--- config.mk ---
export PLATFORM = sky130hd
export DESIGN_NAME = hack_cpu_ctrl_flat
export DESIGN_NICKNAME = d
export VERILOG_FILES = /design/src/rtl/hack_pkg.sv /design/src/rtl/hack_cpu_ctrl_if.sv /design/src/rtl/hack_jump_unit.sv /design/src/rtl/hack_cpu_ctrl.sv /design/src/flat_wrapper.sv
export SDC_FILE = /design/constraint.sdc
export NUM_CORES = 1
export LEC_CHECK = 0
export CAP_MARGIN = 20
export CORE_MARGIN = 2
export CORE_UTILIZATION = 48
export CTS_BUF_LIST = sky130_fd_sc_hd__clkbuf_8
export CTS_CLUSTER_DIAMETER = 80
export DETAILED_ROUTE_END_ITERATION = 12
export PLACE_DENSITY = 0.83
export SYNTH_ARGS = -nofsm -noshare
export SYNTH_HDL_FRONTEND = slang
export SYNTH_SLANG_ARGS = --single-unit
--- constraint.sdc ---
create_clock -name clock -period 4.5 [get_ports clock]
set_input_delay 1.35 -clock clock [delete_from_list [all_inputs] [get_ports clock]]
set_output_delay 1.35 -clock clock [all_outputs]
set_load 0.01 [all_outputs]
--- src/rtl/hack_pkg.sv ---
// Shared definitions for the Hack CPU controller: FSM state encoding and
// instruction field positions.
package hack_pkg;

  typedef enum logic [2:0] {
    FETCH   = 3'd0,
    DECODE  = 3'd1,
    READ_M  = 3'd2,
    EXEC    = 3'd3,
    WRITE_M = 3'd4
  } state_t;

  localparam int TYPE   = 15;
  localparam int ABIT   = 12;
  localparam int CMP_HI = 11;
  localparam int CMP_LO = 6;
  localparam int DEST_A = 5;
  localparam int DEST_D = 4;
  localparam int DEST_M = 3;
  localparam int JLT    = 2;
  localparam int JEQ    = 1;
  localparam int JGT    = 0;

endpackage

--- src/rtl/hack_cpu_ctrl_if.sv ---
// Controller-side bus bundle: instruction fetch, data memory and ALU operand/result
// signals. master = controller, slave = memories + ALU.
interface hack_cpu_ctrl_if #(
  parameter int PC_W = 15,
  parameter int W    = 16
);
  logic            instr_req;
  logic [PC_W-1:0] instr_addr;
  logic            instr_ack;
  logic [W-1:0]    instr_data;

  logic            mem_rd_req;
  logic            mem_wr;
  logic [PC_W-1:0] mem_addr;
  logic [W-1:0]    mem_wdata;
  logic [W-1:0]    mem_rdata;
  logic            mem_ack;

  logic [W-1:0]    alu_x;
  logic [W-1:0]    alu_y;
  logic            alu_zx, alu_nx, alu_zy, alu_ny, alu_f, alu_no;
  logic [W-1:0]    alu_out;
  logic            alu_zr;
  logic            alu_ng;

  modport master (
    output instr_req, instr_addr, input instr_ack, instr_data,
    output mem_rd_req, mem_wr, mem_addr, mem_wdata, input mem_rdata, mem_ack,
    output alu_x, alu_y, alu_zx, alu_nx, alu_zy, alu_ny, alu_f, alu_no,
    input  alu_out, alu_zr, alu_ng
  );

  modport slave (
    input  instr_req, instr_addr, output instr_ack, instr_data,
    input  mem_rd_req, mem_wr, mem_addr, mem_wdata, output mem_rdata, mem_ack,
    input  alu_x, alu_y, alu_zx, alu_nx, alu_zy, alu_ny, alu_f, alu_no,
    output alu_out, alu_zr, alu_ng
  );
endinterface

--- src/rtl/hack_jump_unit.sv ---
// Hack jump condition: j bits select less-than / equal / greater-than zero.
module hack_jump_unit
  import hack_pkg::*;
(
  input  logic [2:0] j,
  input  logic       zr,
  input  logic       ng,
  output logic       jump
);
  assign jump = (j[JLT] & ng) | (j[JEQ] & zr) | (j[JGT] & ~ng & ~zr);
endmodule

--- src/rtl/hack_cpu_ctrl.sv ---
// Multi-cycle Hack CPU controller: fetch/decode, ALU operand drive, A/D/PC
// ownership and req/ack sequencing toward instruction and data memory.
module hack_cpu_ctrl
  import hack_pkg::*;
#(
  parameter int PC_W = 15,
  parameter int W    = 16
) (
  input  logic            clock,
  input  logic            reset,
  hack_cpu_ctrl_if.master bus,
  output logic [PC_W-1:0] pc
);

  state_t         state;
  logic [W-1:0]   ir;
  logic [W-1:0]   a;
  logic [W-1:0]   d;
  logic [W-1:0]   m_q;
  logic [W-1:0]   wdata_q;
  logic           zr_q, ng_q;

  logic           in_wr;
  logic           flag_zr, flag_ng;
  logic           jump;
  logic [W-1:0]   res;

  // Requests decode from state, gated by reset so they drop the instant reset rises.
  assign bus.instr_req  = (state == FETCH)   & ~reset;
  assign bus.mem_rd_req = (state == READ_M)  & ~reset;
  assign bus.mem_wr     = (state == WRITE_M) & ~reset;
  assign bus.instr_addr = pc;
  assign bus.mem_addr   = a[PC_W-1:0];
  assign bus.mem_wdata  = wdata_q;

  assign bus.alu_x  = d;
  assign bus.alu_y  = ir[ABIT] ? m_q : a;
  assign {bus.alu_zx, bus.alu_nx, bus.alu_zy, bus.alu_ny, bus.alu_f, bus.alu_no} = ir[CMP_HI:CMP_LO];

  // During WRITE_M the result and flags come from the EXEC-cycle snapshot.
  assign in_wr   = (state == WRITE_M);
  assign flag_zr = in_wr ? zr_q : bus.alu_zr;
  assign flag_ng = in_wr ? ng_q : bus.alu_ng;
  assign res     = in_wr ? wdata_q : bus.alu_out;

  hack_jump_unit u_jump (
    .j    (ir[JLT:JGT]),
    .zr   (flag_zr),
    .ng   (flag_ng),
    .jump (jump)
  );

  always_ff @(posedge clock or posedge reset) begin
    if (reset) begin
      state   <= FETCH;
      pc      <= '0;
      a       <= '0;
      d       <= '0;
      ir      <= '0;
      m_q     <= '0;
      wdata_q <= '0;
      zr_q    <= 1'b0;
      ng_q    <= 1'b0;
    end else begin
      case (state)
        FETCH: if (bus.instr_ack) begin
          ir    <= bus.instr_data;
          state <= DECODE;
        end
        DECODE: begin
          if (!ir[TYPE]) begin
            a     <= {{(W-PC_W){1'b0}}, ir[PC_W-1:0]};
            pc    <= pc + 1'b1;
            state <= FETCH;
          end else begin
            state <= ir[ABIT] ? READ_M : EXEC;
          end
        end
        READ_M: if (bus.mem_ack) begin
          m_q   <= bus.mem_rdata;
          state <= EXEC;
        end
        EXEC: begin
          if (ir[DEST_M]) begin
            wdata_q <= bus.alu_out;
            zr_q    <= bus.alu_zr;
            ng_q    <= bus.alu_ng;
            state   <= WRITE_M;
          end else begin
            if (ir[DEST_A]) a <= res;
            if (ir[DEST_D]) d <= res;
            pc    <= jump ? a[PC_W-1:0] : pc + 1'b1;
            state <= FETCH;
          end
        end
        WRITE_M: if (bus.mem_ack) begin
          // Jump target is the A value from before this instruction's A write.
          if (ir[DEST_A]) a <= res;
          if (ir[DEST_D]) d <= res;
          pc    <= jump ? a[PC_W-1:0] : pc + 1'b1;
          state <= FETCH;
        end
        default: state <= FETCH;
      endcase
    end
  end

endmodule

--- src/flat_wrapper.sv ---
// flat-port wrapper written by rule: the top's interface ports become plain ports
module hack_cpu_ctrl_flat import hack_pkg::*;
#(
  parameter int PC_W = 15,
  parameter int W    = 16
)
  (clock, reset, pc, bus_instr_req, bus_instr_addr, bus_instr_ack, bus_instr_data, bus_mem_rd_req, bus_mem_wr, bus_mem_addr, bus_mem_wdata, bus_mem_rdata, bus_mem_ack, bus_alu_x, bus_alu_y, bus_alu_zx, bus_alu_nx, bus_alu_zy, bus_alu_ny, bus_alu_f, bus_alu_no, bus_alu_out, bus_alu_zr, bus_alu_ng);
  hack_cpu_ctrl_if #(.PC_W(PC_W), .W(W)) bus_i ();
  input  logic clock;
  input  logic reset;
  output logic [PC_W-1:0] pc;
  output wire logic [$bits(bus_i.instr_req)-1:0] bus_instr_req;
  output wire logic [$bits(bus_i.instr_addr)-1:0] bus_instr_addr;
  input wire logic [$bits(bus_i.instr_ack)-1:0] bus_instr_ack;
  input wire logic [$bits(bus_i.instr_data)-1:0] bus_instr_data;
  output wire logic [$bits(bus_i.mem_rd_req)-1:0] bus_mem_rd_req;
  output wire logic [$bits(bus_i.mem_wr)-1:0] bus_mem_wr;
  output wire logic [$bits(bus_i.mem_addr)-1:0] bus_mem_addr;
  output wire logic [$bits(bus_i.mem_wdata)-1:0] bus_mem_wdata;
  input wire logic [$bits(bus_i.mem_rdata)-1:0] bus_mem_rdata;
  input wire logic [$bits(bus_i.mem_ack)-1:0] bus_mem_ack;
  output wire logic [$bits(bus_i.alu_x)-1:0] bus_alu_x;
  output wire logic [$bits(bus_i.alu_y)-1:0] bus_alu_y;
  output wire logic [$bits(bus_i.alu_zx)-1:0] bus_alu_zx;
  output wire logic [$bits(bus_i.alu_nx)-1:0] bus_alu_nx;
  output wire logic [$bits(bus_i.alu_zy)-1:0] bus_alu_zy;
  output wire logic [$bits(bus_i.alu_ny)-1:0] bus_alu_ny;
  output wire logic [$bits(bus_i.alu_f)-1:0] bus_alu_f;
  output wire logic [$bits(bus_i.alu_no)-1:0] bus_alu_no;
  input wire logic [$bits(bus_i.alu_out)-1:0] bus_alu_out;
  input wire logic [$bits(bus_i.alu_zr)-1:0] bus_alu_zr;
  input wire logic [$bits(bus_i.alu_ng)-1:0] bus_alu_ng;
  assign bus_instr_req = bus_i.instr_req;
  assign bus_instr_addr = bus_i.instr_addr;
  assign bus_i.instr_ack = bus_instr_ack;
  assign bus_i.instr_data = bus_instr_data;
  assign bus_mem_rd_req = bus_i.mem_rd_req;
  assign bus_mem_wr = bus_i.mem_wr;
  assign bus_mem_addr = bus_i.mem_addr;
  assign bus_mem_wdata = bus_i.mem_wdata;
  assign bus_i.mem_rdata = bus_mem_rdata;
  assign bus_i.mem_ack = bus_mem_ack;
  assign bus_alu_x = bus_i.alu_x;
  assign bus_alu_y = bus_i.alu_y;
  assign bus_alu_zx = bus_i.alu_zx;
  assign bus_alu_nx = bus_i.alu_nx;
  assign bus_alu_zy = bus_i.alu_zy;
  assign bus_alu_ny = bus_i.alu_ny;
  assign bus_alu_f = bus_i.alu_f;
  assign bus_alu_no = bus_i.alu_no;
  assign bus_i.alu_out = bus_alu_out;
  assign bus_i.alu_zr = bus_alu_zr;
  assign bus_i.alu_ng = bus_alu_ng;
  hack_cpu_ctrl #(.PC_W(PC_W), .W(W)) u_core (.clock(clock), .reset(reset), .bus(bus_i), .pc(pc));
endmodule
==> metrics list, run 1 <==
- Result of the run: completed
- CTS sink count: 100
* Std cell rows: 37
- In this run the vertical extent of the chip is 105 um.
- Antenna diodes: 0
* Fin worst setup slack: 520 ps
- The number of nets handed over by synthesis was between 500 and 600.
- Synth cell types: 46
- Of the total power, the share spent switching nets is 0.374.
* Share of total power in sequential cells: 0.376
* Core Box Area: 10100 sq um
* Period Utilization, post-route: 0.884
- CP max stage delay: 580 ps
- Clock latency on the worst-skew pair: 360 ps
* Number of buffers created by CTS: 9
- Of all nets on the critical path, the largest fanout is 4.
* Internal power consumption: 3.00 mW
- At the end of routability-driven placement, the weighted congestion stood at approximately 0.83.
* Vias in the first global route: 4013
- Count of TritonRoute iterations in the first routing pass: 4
- Unrepaired setup endpoints after global routing: false
- Remaining routing DRC violations: 0
- From synthesis to final layout, the design area changed by 34.2%.
* Endpoint kind of the worst setup timing path: output port
- Using the TritonRoute via totals, the vias-per-cell ratio works out to 5.46.
- Power share of the combinational group: 0.503
* Final layout net count: 626
- In this run the static leakage power is 2.75 nW.
- The die covers 11100 sq um.
- Synthesis handed over a netlist of approximately 450 instances.
* Count of flip-flops with a built-in enable after synthesis: 0
* Number of pins exceeding their max-slew limit in the final report: 0
* Most common cell after layout, fill and taps aside: clkdlybuf4s50_1
* X dimension of the die: between 100 and 150 um
- Among the stages of the critical path, the cell type that occurs most often is clkdlybuf4s50_1.
* Setup CP Type: in -> out
- Vias after detailed routing: 3888
- Remaining Overflow, GRT: 0
- WP data arrival: 2630 ps
- Sum of buffers and inverters on the critical path: 2
* Kind of start point of the critical path: input pin
- Worst IR drop on VDD: 333 uV
- Top_reg_cell synth: dfrtp_1
- Number of filler instances in the final layout: between 700 and 800
- Antenna violations before repair: 0
- Worst Tran Pin Value: 955 ps
- The initial utilization of the core area, before any placement, comes to 0.487.
* Antenna viol nets, final: 0
* Clock slew at the register clock pins of the worst setup and hold paths: 90 ps
- Buffers placed on the I/O ports in this run total 155.
* Cell area after synthesis: 4940 sq um
- After routing the design area is ~6600 sq um.
* Switching component of the power: 1.79 mW
- The first global-routing pass estimated about 20000 um of wire.
- Largest net degree at the start of global routing: 63
* # H-tree levels: 3
* Post-synthesis average cell area: 10.9 sq um
- Worst hold-check slack: 486 ps
* Pwr/cell area: about 720 nW/um^2
- Core utilization of the finished layout: 0.654
* Number of design-rule violations left by the first detailed-router iteration: 193
- Root Buffer Master: clkbuf_8
- Worst-case headroom to the max-slew limit: 0.361
- For flop-to-flop paths, the worst setup slack is between 1500 and 2000 ps.
* Fraction of final layout cells sized beyond drive strength 1: 0.174
- Share of power burned in the clock network: 0.121
* Fmax: 0.251 GHz
- 156 I/O pins were placed.
- Final hold violation count: 0
- Setup total negative slack on the finished layout was measured at 0 ps.
- Flop and latch count out of synthesis: 100
- Sequential cell area fraction in the yosys report: 0.506
* Crit path required time: 3150 ps
- In this run the deepest clock path goes through 2 buffers.
- Cell-by-cell trace of the critical path: clkdlybuf4s50_1 -> nor4_1 -> clkdlybuf4s50_1
* GRT Overall Usage: 0.233
- For this run, the number of Yosys warnings is 0.
- Detailed Route WL: 12500 um
* TritonCTS clock tree: done
- Reported max-cap violation count: 0
- Number of setup violations in the final report: 0
* Slowest CP cell: clkdlybuf4s50_1
* Crit-path leading delay family: buffers and inverters
* Pre-CTS setup slack: 516 ps
- Class of the most critical hold timing path: reg -> reg
- Hold repair after CTS inserted 0 buffers.
- Post-cts repair resize count: 0
- Drt wl/cell: 17.6 um
- Tmin final: approximately 4000 ps
- Async SR Flop Fraction: 1.00
- Leaving out fill and tap cells, the most frequent cells in the layout are clkdlybuf4s50_1, dfrtp_1, mux2_2.
- Placed standard-cell area: 6430 sq um
* Count of buffers added by post-CTS timing repair for setup: 0
- Detailed placement ended at an HPWL of 9430 um.
* Largest clock skew in the final design: 9.18 ps
## cell type report
cell class,count,area [sq um],share of cell area
Tap cell,136,170,0.0257
Multi-Input combinational cell,291,2110,0.318
Inverter,7,28.8,0.00434
Timing Repair Buffer,162,1620,0.244
Clock inverter,5,51.3,0.00774
Sequential cell,100,2500,0.377
Clock buffer,11,151,0.0228
## per-layer routing
layer  GRT usage  wire, um  vias to the layer above
met5           0         0                        -
met4      0.0848       262                        0
met1       0.294      5170                     1898
met2       0.379      5970                      154
li1            -         -                     1818
met3      0.0711      1110                       18
## state kept, by name, indices dropped and copies added (netlist names)
| signal | cells |
|---|---|
| u_core.zr_q | 1 |
| u_core.ng_q | 1 |
| u_core.ir | 16 |
| u_core.m_q | 16 |
| u_core.bus.alu_x | 16 |
| u_core.a | 16 |
| u_core.state | 3 |
| u_core.bus.instr_addr | 15 |
| u_core.bus.mem_wdata | 16 |
## stage by stage
| stage | power, mW | instances |
|---|---|---|
| floorplan | 3.10 | 454 |
| global placement | 4.15 | 696 |
| detailed placement | 4.24 | 696 |
| CTS | 4.83 | 712 |
| global route | 5.12 | 712 |
| finish | 4.80 | 712 |
## tightest hold or removal path, stage by stage, from the launching register on
cell     delay, ps
dfrtp_1        350
nand2_1         40
o21ai_0         60
## cells in the mapped netlist (3+ instances only)
library cell  count  share of area
and3_1            5         0.0063
a21oi_1          19          0.019
nand3b_1          3         0.0046
o21ai_0          42          0.043
nor3_1            5         0.0051
nand4_1           5         0.0063
dfrtp_1         100           0.51
or4_1             4         0.0061
buf_1             3         0.0023
nand3_1          11          0.011
inv_1             7         0.0053
clkbuf_1         18          0.014
nor4_1            3         0.0038
mux2i_1          25          0.051
buf_2             4         0.0041
buf_4            30          0.046
a22oi_1           3         0.0046
nor3b_1           3         0.0046
nand2_1          45          0.034
nor2_1           25          0.019
mux2_2           65           0.15
## logic make-up (layout without fill, tap and decap cells)
family	count (synthesis)	count (layout)	share of synthesized area
buffers and inverters	63	185	0.0732
AND/OR/NAND/NOR	116	116	0.112
AO/OA/AOI/OAI	83	83	0.104
adder cells (fa/ha/maj)	1	1	0.00253
flip-flops	100	100	0.506
multiplexers	91	91	0.202
## power groups by stage
stage | clock network (mW) | logic [mW] | registers (mW)
2_1_floorplan | 0 | 1.37 | 1.73
3_3_place_gp | 0 | 2.36 | 1.79
3_5_place_dp | 0 | 2.42 | 1.82
4_1_cts | 0.592 | 2.44 | 1.80
5_1_grt | 0.628 | 2.61 | 1.88
6_report | 0.580 | 2.41 | 1.80
## path summary, 6_finish.rpt
kind                                                    endpoint                             from  cells past startpoint
min in group asynchronous               u_core.ir[8]$_DFFE_PP0P_                            reset                      2
max in group asynchronous    u_core.bus.mem_wdata[3]$_DFFE_PP0P_                            reset                      3
min                              u_core.bus.alu_x[9]$_DFFE_PP0P_  u_core.bus.alu_x[9]$_DFFE_PP0P_                      2
max reg2reg                u_core.bus.instr_addr[14]$_DFFE_PP0P_      u_core.state[2]$_DFFE_PP0P_                      5
min reg2reg                      u_core.bus.alu_x[9]$_DFFE_PP0P_  u_core.bus.alu_x[9]$_DFFE_PP0P_                      2
max                                                bus_instr_req                            reset                      3
Note: power is estimated with default switching activity, not from simulation.
==> run 2: changes to the inputs <==
Settings changed: CORE_ASPECT_RATIO from default to 1.5, MAX_ROUTING_LAYER from default to met4.
==> run 2 against run 1 <==
Against the previous run:
- clock-buffer cell count is 2 lower
- utilization rose by 0.15 points
- die area rose by 0.15%
- highest routed layer unchanged
- sequential share of layout area grew 0.14 points
- setup slack worse by 13 ps
- clock skew is essentially flat
- largest power group unchanged
- sequential power is essentially flat
- non-clock buffer count up 1
- total power up 0.26%
- critical path depth is the same
- via count increased by 1.6%
- cell count down 2.5%
==> metrics list, run 2 (same netlist as run 1, synthesis figures left out) <==
* Antenna viol nets, final: 0 (unchanged)
- The final weighted congestion in routability-driven placement was 0.864 (+4.2%).
- Worst IR drop on VDD: 408 uV (+22%)
- Antenna violations before repair: 0 (unchanged)
- The total number of cells along the worst setup path was 3 (unchanged).
* TritonCTS clock tree: done
- Layout overhead on the synthesized area: 33.7%
- CP max stage delay: 580 ps (about the same)
- The flow ran to the end, and the final reports show no timing, DRC or antenna violations.
- Post-cts repair resize count: 0 (unchanged)
* Boundary pin count: 156 (unchanged)
* Crit-path leading delay family: buffers and inverters
* Number of design-rule violations left by the first detailed-router iteration: 231 (+20%)
- The count of cells along the worst register-to-register path is 5 (unchanged).
- Final total negative setup slack: 0 ps (unchanged)
- The worst setup path is of the in -> out kind.
- Buffer levels on the longest clock path: 2 (unchanged)
- Number of filler instances in the final layout: 764 (-3.7%)
- FF-to-FF Start: u_core.state[2]$_DFFE_PP0P_
- Final std cells w/o fill: 694 (-2.5%)
* Number of pins exceeding their max-slew limit in the final report: 0 (unchanged)
- Crit path required time: 3150 ps (about the same)
- In this design, the critical path's most frequently occurring cell is clkdlybuf4s50_1.
- # H-tree levels: 3 (unchanged)
- The wire length per cell is 18.4 um (+4.8%).
* Final hold violation count: 0 (unchanged)
* Remaining Overflow, GRT: 0 (unchanged)
- Setup repair after global routing left no endpoint under its margin.
* Ratio of routed vias to standard cells: 5.69 (+4.2%)
- The relative slew slack came to 0.337 (-0.0238).
- Largest net degree at the start of global routing: 59 (-6.3%)
* Area enclosed by the die boundary: 11100 sq um (+0.15%)
* Worst Tran Pin Value: 994 ps (+39.2 ps)
- Post-Place Cells: 677 (-2.7%)
- Largest clock skew in the final design: 9.66 ps (+0.488 ps)
- The antenna diode count was 0 (unchanged).
- The floorplan die height was 128 um (+22%).
- Root Buffer Master: clkbuf_8
- The all-layer global routing usage is 0.238 (+0.00480).
- The setup slack on the worst flop-to-flop path came to 1590 ps (+20 ps).
* Count of TritonRoute iterations in the first routing pass: 5 (+1)
* Kind of start point of the critical path: input pin
- The total number of nets in the final design came to 627 (+0.16%).
- The number of setup buffers added after CTS came to 0 (unchanged).
- The number of buffers created by CTS came to 9 (unchanged).
- The power per cell area came to 728 nW/um^2 (+0.62%).
- Tracing the worst setup path back leads to its startpoint at reset.
* Core Box Area: 10100 sq um (-0.59%)
- Tmin final: 3990 ps (+13.5 ps)
* HPWL after DPL: 9620 um (+2.1%)
* Initial core utilization: 0.490 (+0.00290)
- The overall die width is 86.9 um (-18%).
* Vias in the first global route: 3897 (-2.9%)
* Remaining routing DRC violations: 0 (unchanged)
* Slowest CP cell: clkdlybuf4s50_1
* Top library cells by usage in the layout, fill and taps aside: clkdlybuf4s50_1, dfrtp_1, mux2_2
* Number of hold buffers added after cts: 0 (unchanged)
- The clock transition time at the flip-flop clock pins of the worst setup and hold paths came to 100 ps (about the same).
- The final wirelength came to 12800 um (+2.1%).
- The slack of the critical path came to 506 ps (-13.5 ps).
- Capture point of the worst path: bus_instr_req
- Reported max-cap violation count: 0 (unchanged)
- The post-route fraction of the period consumed by the critical path is 0.887 (+0.00299).
* Fmax: 0.250 GHz (-0.34%)
- The count of input and output buffers is 155 (unchanged).
- The wire length of the first global-routing pass was 19800 um (-2.9%).
- The static leakage power came to 2.75 nW (about the same).
- Cell-by-cell trace of the critical path: clkdlybuf4s50_1 -> nor4_1 -> clkdlybuf4s50_1
* WP data arrival: 2640 ps (about the same)
* Std cell rows: 45 (+22%)
- Class of the most critical hold timing path: reg -> reg
- Largest fanout of any net on the critical path: 4 (unchanged)
- Number of setup violations in the final report: 0 (unchanged)
- R2R Path End: u_core.bus.instr_addr[7]$_DFFE_PP0P_
- Vias after detailed routing: 3950 (+1.6%)
* Most common cell after layout, fill and taps aside: clkdlybuf4s50_1
- The worst hold path begins at u_core.bus.alu_x[10]$_DFFE_PP0P_.
- The worst slack after detailed placement was 486 ps (-29.8 ps).
- Fraction of final layout cells sized beyond drive strength 1: 0.175 (+0.00143)
- Sum of buffers and inverters on the critical path: 2 (unchanged)
* Clock latency on the worst-skew pair: 360 ps (about the same)
- Endpoint kind of the worst setup timing path: output port
- CTS sink count: 100 (unchanged)
[run 2: worst register-to-register path, stage by stage (launching register included)]
cell and delay [ps]:
dfrtp_1 580, or3b_1 540, mux2_4 370, o41a_1 650, or4_1 560, o211ai_1 120
[run 2: worst min path at each step]
stage                                             to  slack (ps)  depth (start not counted)
finish              u_core.bus.alu_x[10]$_DFFE_PP0P_         490                          2
global route         u_core.bus.alu_x[9]$_DFFE_PP0P_         510                          2
CTS                 u_core.bus.alu_x[10]$_DFFE_PP0P_         490                          2
detailed placement  u_core.bus.alu_x[10]$_DFFE_PP0P_         470                          2
global placement    u_core.bus.alu_x[15]$_DFFE_PP0P_         470                          2
floorplan                   u_core.a[15]$_DFFE_PP0P_         460                          1
[run 2: per-stage QoR]
step,util,area [sq um],power [mW],hold WS [ps]
after detailed placement,0.634,6390,4.24,471
after floorplan,-,4940,3.10,462
after global routing,0.655,6610,5.10,514
final,0.655,6610,4.81,490
after CTS,0.654,6590,4.82,493
after global placement,0.634,6390,4.14,465
[run 2: cell type report]
class / instances / area [sq um] / share of cell area
Clock buffer: 9 / 124 / 0.0188
Clock inverter: 7 / 76.3 / 0.0116
Inverter: 7 / 28.8 / 0.00436
Multi-Input combinational cell: 291 / 2110 / 0.319
Sequential cell: 100 / 2500 / 0.379
Tap cell: 117 / 146 / 0.0222
Timing Repair Buffer: 163 / 1620 / 0.245
[run 2: where the power goes]
part	leakage, nW	internal (mW)	switching (mW)	total [mW]
Sequential	1.21	1.33	0.478	1.81
Combinational	1.44	1.39	1.03	2.42
Clock	0.102	0.261	0.319	0.581
Total	2.75	2.98	1.83	4.81
[run 2: metal layers]
| metal | wire [um] | vias to the layer above | part of all wire | global-route usage |
|---|---|---|---|---|
| li1 | - | 1821 | - | - |
| met1 | 4930 | 1920 | 0.39 | 0.277 |
| met2 | 6560 | 170 | 0.51 | 0.389 |
| met3 | 656 | 39 | 0.051 | 0.0270 |
| met4 | 637 | 0 | 0.050 | 0.144 |
| met5 | 0 | - | 0 | - |
